## src/rtl/multicycle_main_control.sv

```systemverilog
// Multicycle MIPS main control: sequences fetch/decode/execute/memory/writeback and
// Moore-decodes every datapath enable from the current state.
module multicycle_main_control #(
    parameter int unsigned MEM_LAT = 1
) (
    input  logic       clk,
    input  logic       reset,
    input  logic [5:0] opcode,
    output logic       PCWrite,
    output logic       PCWriteCond,
    output logic       PCWriteCondNE,
    output logic       IorD,
    output logic       MemRead,
    output logic       MemWrite,
    output logic       MemtoReg,
    output logic       IRWrite,
    output logic       RegDst,
    output logic       RegWrite,
    output logic       ALUSrcA,
    output logic [1:0] ALUSrcB,
    output logic [1:0] ALUop,
    output logic [1:0] PCSource,
    output logic       instr_done,
    output logic       illegal_op,
    output logic [3:0] state
);

    localparam int unsigned CNT_W = 4;
    localparam logic [CNT_W-1:0] LAST_CNT = CNT_W'(MEM_LAT - 1);

    localparam logic [5:0] OP_R    = 6'b000000;
    localparam logic [5:0] OP_LW   = 6'b100011;
    localparam logic [5:0] OP_SW   = 6'b101011;
    localparam logic [5:0] OP_BEQ  = 6'b000100;
    localparam logic [5:0] OP_BNE  = 6'b000101;
    localparam logic [5:0] OP_ADDI = 6'b001000;
    localparam logic [5:0] OP_J    = 6'b000010;

    typedef enum logic [3:0] {
        S_FETCH  = 4'd0,
        S_DECODE = 4'd1,
        S_MEMADR = 4'd2,
        S_MEMRD  = 4'd3,
        S_MEMWB  = 4'd4,
        S_MEMWR  = 4'd5,
        S_EXEC   = 4'd6,
        S_ALUWB  = 4'd7,
        S_BRANCH = 4'd8,
        S_ADDIEX = 4'd9,
        S_ADDIWB = 4'd10,
        S_JUMP   = 4'd11
    } state_e;

    typedef struct packed {
        logic       pc_write;
        logic       pc_write_cond;
        logic       pc_write_cond_ne;
        logic       iord;
        logic       mem_read;
        logic       mem_write;
        logic       mem_to_reg;
        logic       ir_write;
        logic       reg_dst;
        logic       reg_write;
        logic       alu_src_a;
        logic [1:0] alu_src_b;
        logic [1:0] alu_op;
        logic [1:0] pc_source;
        logic       instr_done;
        logic       illegal_op;
    } ctl_t;

    state_e           state_q, state_d;
    logic [CNT_W-1:0] wait_cnt, cnt_d;
    logic [5:0]       op_q;
    logic             last_wait;
    ctl_t             ctl_c, ctl_g;

    // State, wait counter and latched opcode
    always_ff @(posedge clk or negedge reset) begin
        if (!reset) begin
            state_q  <= S_FETCH;
            wait_cnt <= '0;
            op_q     <= '0;
        end else begin
            state_q  <= state_d;
            wait_cnt <= cnt_d;
            if (state_q == S_DECODE) op_q <= opcode;
        end
    end

    // Next state and Moore output decode
    always_comb begin
        state_d   = state_q;
        cnt_d     = '0;
        ctl_c     = '0;
        last_wait = (wait_cnt == LAST_CNT);
        case (state_q)
            S_FETCH: begin
                ctl_c.mem_read  = 1'b1;
                ctl_c.alu_src_b = 2'b01;
                ctl_c.alu_op    = 2'b10;
                if (last_wait) begin
                    ctl_c.ir_write = 1'b1;
                    ctl_c.pc_write = 1'b1;
                    state_d        = S_DECODE;
                end else begin
                    cnt_d = wait_cnt + 4'd1;
                end
            end
            S_DECODE: begin
                ctl_c.alu_src_b = 2'b11;
                ctl_c.alu_op    = 2'b10;
                case (opcode)
                    OP_LW, OP_SW:   state_d = S_MEMADR;
                    OP_R:           state_d = S_EXEC;
                    OP_BEQ, OP_BNE: state_d = S_BRANCH;
                    OP_ADDI:        state_d = S_ADDIEX;
                    OP_J:           state_d = S_JUMP;
                    default: begin
                        ctl_c.illegal_op = 1'b1;
                        ctl_c.instr_done = 1'b1;
                        state_d          = S_FETCH;
                    end
                endcase
            end
            S_MEMADR: begin
                ctl_c.alu_src_a = 1'b1;
                ctl_c.alu_src_b = 2'b10;
                ctl_c.alu_op    = 2'b10;
                if (op_q == OP_LW)      state_d = S_MEMRD;
                else if (op_q == OP_SW) state_d = S_MEMWR;
                else                    state_d = S_FETCH;
            end
            S_MEMRD: begin
                ctl_c.mem_read = 1'b1;
                ctl_c.iord     = 1'b1;
                if (last_wait) state_d = S_MEMWB;
                else           cnt_d   = wait_cnt + 4'd1;
            end
            S_MEMWB: begin
                ctl_c.reg_write  = 1'b1;
                ctl_c.mem_to_reg = 1'b1;
                ctl_c.instr_done = 1'b1;
                state_d          = S_FETCH;
            end
            S_MEMWR: begin
                ctl_c.mem_write = 1'b1;
                ctl_c.iord      = 1'b1;
                if (last_wait) begin
                    ctl_c.instr_done = 1'b1;
                    state_d          = S_FETCH;
                end else begin
                    cnt_d = wait_cnt + 4'd1;
                end
            end
            S_EXEC: begin
                ctl_c.alu_src_a = 1'b1;
                state_d         = S_ALUWB;
            end
            S_ALUWB: begin
                ctl_c.reg_write  = 1'b1;
                ctl_c.reg_dst    = 1'b1;
                ctl_c.instr_done = 1'b1;
                state_d          = S_FETCH;
            end
            S_BRANCH: begin
                ctl_c.alu_src_a        = 1'b1;
                ctl_c.alu_op           = 2'b01;
                ctl_c.pc_source        = 2'b01;
                ctl_c.pc_write_cond    = (op_q == OP_BEQ);
                ctl_c.pc_write_cond_ne = (op_q == OP_BNE);
                ctl_c.instr_done       = 1'b1;
                state_d                = S_FETCH;
            end
            S_ADDIEX: begin
                ctl_c.alu_src_a = 1'b1;
                ctl_c.alu_src_b = 2'b10;
                ctl_c.alu_op    = 2'b10;
                state_d         = S_ADDIWB;
            end
            S_ADDIWB: begin
                ctl_c.reg_write  = 1'b1;
                ctl_c.instr_done = 1'b1;
                state_d          = S_FETCH;
            end
            S_JUMP: begin
                ctl_c.pc_write   = 1'b1;
                ctl_c.pc_source  = 2'b10;
                ctl_c.instr_done = 1'b1;
                state_d          = S_FETCH;
            end
            default: state_d = S_FETCH;
        endcase
    end

    // Reset forces every output low immediately, aborting any in-flight access
    assign ctl_g = reset ? ctl_c : '0;

    assign PCWrite       = ctl_g.pc_write;
    assign PCWriteCond   = ctl_g.pc_write_cond;
    assign PCWriteCondNE = ctl_g.pc_write_cond_ne;
    assign IorD          = ctl_g.iord;
    assign MemRead       = ctl_g.mem_read;
    assign MemWrite      = ctl_g.mem_write;
    assign MemtoReg      = ctl_g.mem_to_reg;
    assign IRWrite       = ctl_g.ir_write;
    assign RegDst        = ctl_g.reg_dst;
    assign RegWrite      = ctl_g.reg_write;
    assign ALUSrcA       = ctl_g.alu_src_a;
    assign ALUSrcB       = ctl_g.alu_src_b;
    assign ALUop         = ctl_g.alu_op;
    assign PCSource      = ctl_g.pc_source;
    assign instr_done    = ctl_g.instr_done;
    assign illegal_op    = ctl_g.illegal_op;
    assign state         = reset ? 4'(state_q) : 4'd0;

endmodule

```

## config.mk

```make
export PLATFORM = sky130hd
export DESIGN_NAME = multicycle_main_control
export DESIGN_NICKNAME = d
export VERILOG_FILES = /design/src/rtl/multicycle_main_control.sv
export SDC_FILE = /design/constraint.sdc
export NUM_CORES = 1
export LEC_CHECK = 0
export BUFFER_PORTS_ARGS = -buffer_cell sky130_fd_sc_hd__buf_2
export CORE_AREA = 3 3 53 55
export DETAILED_ROUTE_END_ITERATION = 12
export DIE_AREA = 0 0 56 58
export HOLD_SLACK_MARGIN = 0.05
export PLACE_DENSITY = 0.85
export RECOVER_POWER = 100
export SKIP_LAST_GASP = 1
export SLEW_MARGIN = 0
export SYNTH_ARGS = -nofsm -noshare
export SYNTH_HDL_FRONTEND = slang
export SYNTH_SLANG_ARGS = --single-unit
```

## constraint.sdc

```tcl
create_clock -name clk -period 1.58 [get_ports clk]
set_input_delay 0.079 -clock clk [delete_from_list [all_inputs] [get_ports clk]]
set_output_delay 0.079 -clock clk [all_outputs]
set_load 0.02 [all_outputs]
```

==> run_results.csv, run 1 <==
group,metric,value,unit
drt,vias,1249,
synthesis,ys.flop_type,"dfrtp_1",
drt,finalWirelength,3.59,mm
floorplan,rows,18,
synthesis,synth_mux_area_share,4.12,%
timing,final.setup_skew,0.00619,ns
global_routing,antenna_found_initial,0,
timing,grt_setup_unrepaired,"true",
synthesis,synthSimpleGateAreaFrac,34.9,%
clock_network,clock-root-buffer,"clkbuf_4",
layout,final_util,68.6,%
placement,pre_cts_ws,0.00675,ns
timing,slew_headroom,54.0,%
layout,final.fill_count,168,
layout,drive_gt1_share,47.0,%
synthesis,synth_compound_area_share,15.9,%
timing,tightest_slew,0.687,ns
timing,setup_viol_count_final,12,
run,cap_violations,0,
drt,wl_met1,1.36,mm
drt,antenna_left,0,
synthesis,synth_area_per_cell,8.28,sq um
power_and_ir_drop,vdd_ir_drop_max,0.862,mV
layout,area_growth,52.6,%
synthesis,syn_nets,142,
power_and_ir_drop,power.share.clock,12.4,%
layout,regArea,353,sq um
drt,highest_layer,"met4",
drt,wl_met2,1.87,mm
synthesis,synthAdderAreaFrac,2.29,%
global_routing,grt_max_degree,16,
clock_network,clk_path_buf_depth,2,
timing,holdWs,0.0758,ns
drt,first_iter_violations,64,
worst_setup_path,startpoint,"wait_cnt[0]",
timing,clock.fmax,0.580,GHz
synthesis,synth_edf_count,0,
placement,post-dp-hpwl,2.30,mm
run_status,status,"finished with violations",
floorplan,die_w,56,um
worst_setup_path,endpoint_kind,"output pin",
synthesis,synth_area,1090,sq um
synthesis,synthTopCellsByArea,"dfrtp_1, nor2_1, and2_1",
drt,routedWlPerCell,17.0,um
run_status,violations,"negative setup slack",
clock_network,cts_sinks,14,
placement,placement.cell_area,1400,sq um
power_and_ir_drop,p_seq_share,26.5,%
synthesis,postSynthCellCount,132,
power_and_ir_drop,p_sw,0.000895,W
floorplan,die_area,3250,sq um
synthesis,yosysUniqueCellTypes,43,
drt,firstDrtPassIters,4,
global_routing,grt_first_pass_wirelength,5.48,mm
synthesis,ys_ff_latch,14,
power_and_ir_drop,power_density,1270,nW/um^2
layout,final_common_cell,"buf_4",
worst_setup_path,path_class,"reg -> out",
power_and_ir_drop,p_leak,0.793,nW
floorplan,start_util,45.0,%
hold_path,hold_path_class,"in -> reg",
clock_network,cts_tree,"done",
timing,drv_slew,0,
synthesis,synth_xor_xnor_area_share,4.00,%
worst_setup_path,start_kind,"flip-flop",
timing,hold_viol,0,
clock_network,cts_max_level,1,
timing,setup_slack,-0.145,ns
drt,drc,0,
timing,fin_crit_sh,109,%
clock_network,clk_pin_slew,0.09,ns
floorplan,io_pins,31,
layout,final_area,1670,sq um
clock_network,insertion_delay,0.29,ns
synthesis,ys_warn_count,0,
drt,dr_wl_met3,193,um
timing,min_period,1.73,ns
power_and_ir_drop,internal-power,0.00123,W
global_routing,grt_overflow_total,0,
synthesis,async_reset_ff_share,100,%
layout,n_antenna_cell,0,
layout,multiInputGateArea,792,sq um
power_and_ir_drop,p_sw_share,42.1,%
synthesis,synth_top_family_by_area,"simple AND/OR/NAND/NOR gates",
worst_setup_path,crit_path_max_fanout,4,
synthesis,yosysSeqAreaShare,32.0,%
synthesis,synth.largest_area_cell,"dfrtp_1",
placement,gp_congestion,0.920,
floorplan,dieHeight,58,um
worst_setup_path,critPathRequiredTime,1.50,ns
global_routing,first_global_vias,1171,
floorplan,core-area,2430,sq um
hold_path,hold_start,"opcode[5]",
worst_setup_path,reg2reg_from,"state_q[2]",
drt,via_per_inst,5.92,
layout,nets,192,
synthesis,synth_top_area_share,32.0,%
layout,final_cell_mix,"buf_4, buf_2, buf_6",
placement,numPortBuffers,30,
global_routing,grt_usage,21.4,%
power_and_ir_drop,p_comb_share,61.1,%
clock_network,cts_buffers,3,
worst_setup_path,worstPathArrival,1.65,ns
logic make-up after synthesis:
logic type,count (synthesis)
muxes,4
xor gates and xnor gates,5
and+or+nand+nor,69
buffers and inverters,15
DFF,14
AOI/OAI and AO/OA,23
adders and majority gates,2
metal layers:
metal  track usage [%]  vias up
met1              25.3      611
met4              3.73        0
met3              4.68       16
met2              40.2       60
met5                 0        -
li1                  -      562
cell type report:
| class | count | share of cell area, % |
|---|---|---|
| Multi-Input combinational cell | 103 | 47.5 |
| Timing Repair Buffer | 54 | 25.6 |
| Sequential cell | 14 | 21.1 |
| Tap cell | 30 | 2.25 |
| Clock buffer | 4 | 2.17 |
| Inverter | 6 | 1.35 |
critical path, cell delays in order (launching register included):
cell	delay (ns)
dfrtp_1	0.39
inv_1	0.06
ha_2	0.16
nor3b_4	0.29
nand2b_4	0.20
a31o_4	0.15
buf_6	0.11
power by group through the flow:
stage | registers [W] | logic, W | clock network (W)
after floorplan | 0.000527 | 0.000663 | 0
after global placement | 0.000553 | 0.000942 | 0
after detailed placement | 0.000564 | 0.000974 | 0
after CTS | 0.000552 | 0.00113 | 0.000268
after global routing | 0.000579 | 0.00139 | 0.000288
final | 0.000563 | 0.00130 | 0.000264
synthesized netlist by cell type (all sizes together), types with 2 or more instances:
library cell / count
a211oi: 2
a21oi: 2
and2: 8
and3: 4
buf: 5
clkbuf: 4
dfrtp: 14
ha: 2
inv: 6
mux2: 4
nand2: 10
nand2b: 4
nand3: 2
nand4: 3
nor2: 21
nor2b: 3
nor3: 2
nor3b: 5
nor4b: 2
o21ai: 6
o221ai: 2
o22ai: 2
xnor2: 3
xor2: 2
metrics by stage:
stage | cells | power, W | TNS [ns]
finish | 211 | 0.00213 | -1.04
floorplan | 132 | 0.00119 | -0.0894
CTS | 210 | 0.00195 | -0.447
detailed placement | 200 | 0.00154 | 0
global route | 211 | 0.00225 | -2.27
global placement | 200 | 0.00150 | 0
worst paths after layout:
| check | end | slack, ns | cells after the start |
|---|---|---|---|
| worst max-delay path | instr_done | -0.15 | 6 |
| worst min-delay path | op_q[5] | 0.08 | 2 |
| worst max register to register | state_q[2] | -0.10 | 6 |
| worst min register to register | op_q[1] | 0.55 | 1 |
| max in group asynchronous | state_q[2] | 0.54 | 3 |
| min in group asynchronous | op_q[0] | 0.57 | 3 |
registers in the layout (all words and copies together), names as in the netlist:
| name | cells |
|---|---|
| op_q | 6 |
| wait_cnt | 4 |
| state_q | 4 |
timing repair:
action / CTS / global route
endpoints found under the setup margin: 13 / 22
gates cloned: 0 / 0
resized for setup: 27 / 26
hold endpoints to repair: 15 / 0
hold buffers: 2 / 0
setup buffers: 6 / 1
pin swaps: 2 / 2
Note: power is estimated with default switching activity, not from simulation.
==> run 2, diff against run 1 <==
--- a/config.mk
+++ b/config.mk
@@ -17,3 +17,4 @@
 export SYNTH_ARGS = -nofsm -noshare
 export SYNTH_HDL_FRONTEND = slang
 export SYNTH_SLANG_ARGS = --single-unit
+export TNS_END_PERCENT = 30
==> run_results.csv, run 2 (synthesized netlist as in run 1, its figures left out) <==
group,metric,value,unit
layout,drive_gt1_share,43.2,%
drt,vias,1222,
hold_path,whs_endpoint,"op_q[3]",
floorplan,die_w,56,um
floorplan,io_pins,31,
power_and_ir_drop,power_density,1270,nW/um^2
drt,via_per_inst,5.74,
timing,min_period,1.77,ns
timing,tightest_slew,0.729,ns
placement,gp_congestion,0.843,
run_status,status,"finished with violations",
timing,fin_crit_sh,112,%
layout,final_area,1630,sq um
power_and_ir_drop,p_leak,0.794,nW
layout,final-instance-count-excl-fill,213,
worst_setup_path,critPathRequiredTime,1.50,ns
clock_network,cts_tree,"done",
clock_network,clk_pin_slew,0.10,ns
floorplan,core-area,2430,sq um
layout,nets,194,
placement,placement.cell_area,1390,sq um
floorplan,rows,18,
worst_setup_path,reg2reg_from,"wait_cnt[1]",
timing,holdWs,0.0736,ns
worst_setup_path,endpoint_kind,"output pin",
hold_path,hold_path_class,"in -> reg",
global_routing,grt_usage,21.2,%
placement,dp_cells,200,
clock_network,cts_buffers,3,
global_routing,grt_overflow_total,0,
placement,post-dp-hpwl,2.27,mm
layout,largest_reg_flops,6,
run_status,violations,"negative setup slack",
layout,top_register,"op_q",
drt,finalWirelength,3.51,mm
worst_setup_path,worstPathArrival,1.69,ns
global_routing,grt_max_degree,15,
placement,pre_cts_ws,-0.0193,ns
timing,clock.fmax,0.567,GHz
floorplan,dieHeight,58,um
global_routing,grt_first_pass_wirelength,5.47,mm
layout,reg.largest.list,"op_q x6, state_q x4, wait_cnt x4",
drt,first_iter_violations,33,
drt,drc,0,
global_routing,first_global_vias,1220,
run,cap_violations,0,
layout,final_cell_mix,"buf_2, buf_4, nor2_1",
clock_network,insertion_delay,0.29,ns
layout,final_common_cell,"buf_2",
timing,drv_slew,0,
hold_path,hold_path_depth,3,
timing,tns,-1.91,ns
worst_setup_path,start_kind,"flip-flop",
hold_path,hold_start,"opcode[3]",
power_and_ir_drop,vdd_ir_drop_max,0.757,mV
worst_setup_path,reg2reg_slack,-0.06,ns
worst_setup_path,r2r-end,"state_q[2]",
timing,slew_headroom,51.2,%
drt,routedWlPerCell,16.5,um
timing,hold_viol,0,
drt,antenna_left,0,
worst_setup_path,path_class,"reg -> out",
worst_setup_path,r2r_cells,7,
global_routing,antenna_found_initial,0,
clock_network,cts_max_level,1,
timing,final.setup_skew,0.00234,ns
floorplan,start_util,45.0,%
drt,firstDrtPassIters,4,
worst_setup_path,crit_path_max_fanout,4,
timing,grt_setup_unrepaired,"true",
floorplan,die_area,3250,sq um
layout,area_growth,48.9,%
clock_network,clock-root-buffer,"clkbuf_4",
layout,n_antenna_cell,0,
layout,final.fill_count,190,
clock_network,cts_sinks,14,
timing,setup_slack,-0.185,ns
placement,numPortBuffers,30,
clock_network,clk_path_buf_depth,2,
timing,setup_viol_count_final,20,
[run 2: power breakdown]
part           internal [W]  switching (W)
sequential         0.000461      0.0000928
clock              0.000140       0.000136
combinational      0.000594       0.000643
[run 2: cell type report]
| cell class | instances | area, sq um | share of cell area, % |
|---|---|---|---|
| Multi-Input combinational cell | 103 | 769 | 47.3 |
| Timing Repair Buffer | 56 | 410 | 25.2 |
| Sequential cell | 14 | 352 | 21.6 |
| Tap cell | 30 | 37.5 | 2.31 |
| Clock buffer | 4 | 36.3 | 2.23 |
| Inverter | 6 | 22.5 | 1.38 |
[run 2: timing repair]
action	4_1_cts	5_1_grt
pin swaps	2	4
setup buffers	5	3
setup endpoints to repair	16	23
hold buffers	2	0
gates resized for setup	12	19
hold endpoints to repair	15	0
[run 2: worst max-delay path, cell delays in order, from the launching register on]
cell and delay [ns]:
dfrtp_1 0.45, buf_12 0.16, nor2b_4 0.14, and2_1 0.18, and4_4 0.25, a31o_4 0.09
buf_4 0.13
[run 2: per-layer routing]
| metal | GRT usage (%) | vias up | wire length [um] |
|---|---|---|---|
| li1 | - | 564 | - |
| met1 | 24.5 | 582 | 1290 |
| met2 | 38.7 | 60 | 1840 |
| met3 | 4.45 | 16 | 233 |
| met4 | 7.80 | 0 | 136 |
| met5 | 0 | - | 0 |
[run 2: how the worst max path moves through the flow]
| stage | cells after the start | end | slack [ns] | from |
|---|---|---|---|---|
| global placement | 6 | state_q[1] | 0.06 | state_q[2] |
| floorplan | 5 | PCWriteCond | -0.04 | state_q[0] |
| global route | 6 | instr_done | -0.24 | state_q[1] |
| CTS | 5 | PCWriteCond | -0.14 | state_q[1] |
| finish | 6 | instr_done | -0.19 | state_q[1] |
| detailed placement | 7 | state_q[0] | -0.02 | wait_cnt[0] |
[run 2: stage by stage]
step / utilization, % / total power (W)
2_1_floorplan: - / 0.00119
3_3_place_gp: 57.3 / 0.00150
3_5_place_dp: 57.3 / 0.00153
4_1_cts: 62.7 / 0.00187
5_1_grt: 66.9 / 0.00220
6_report: 66.9 / 0.00207
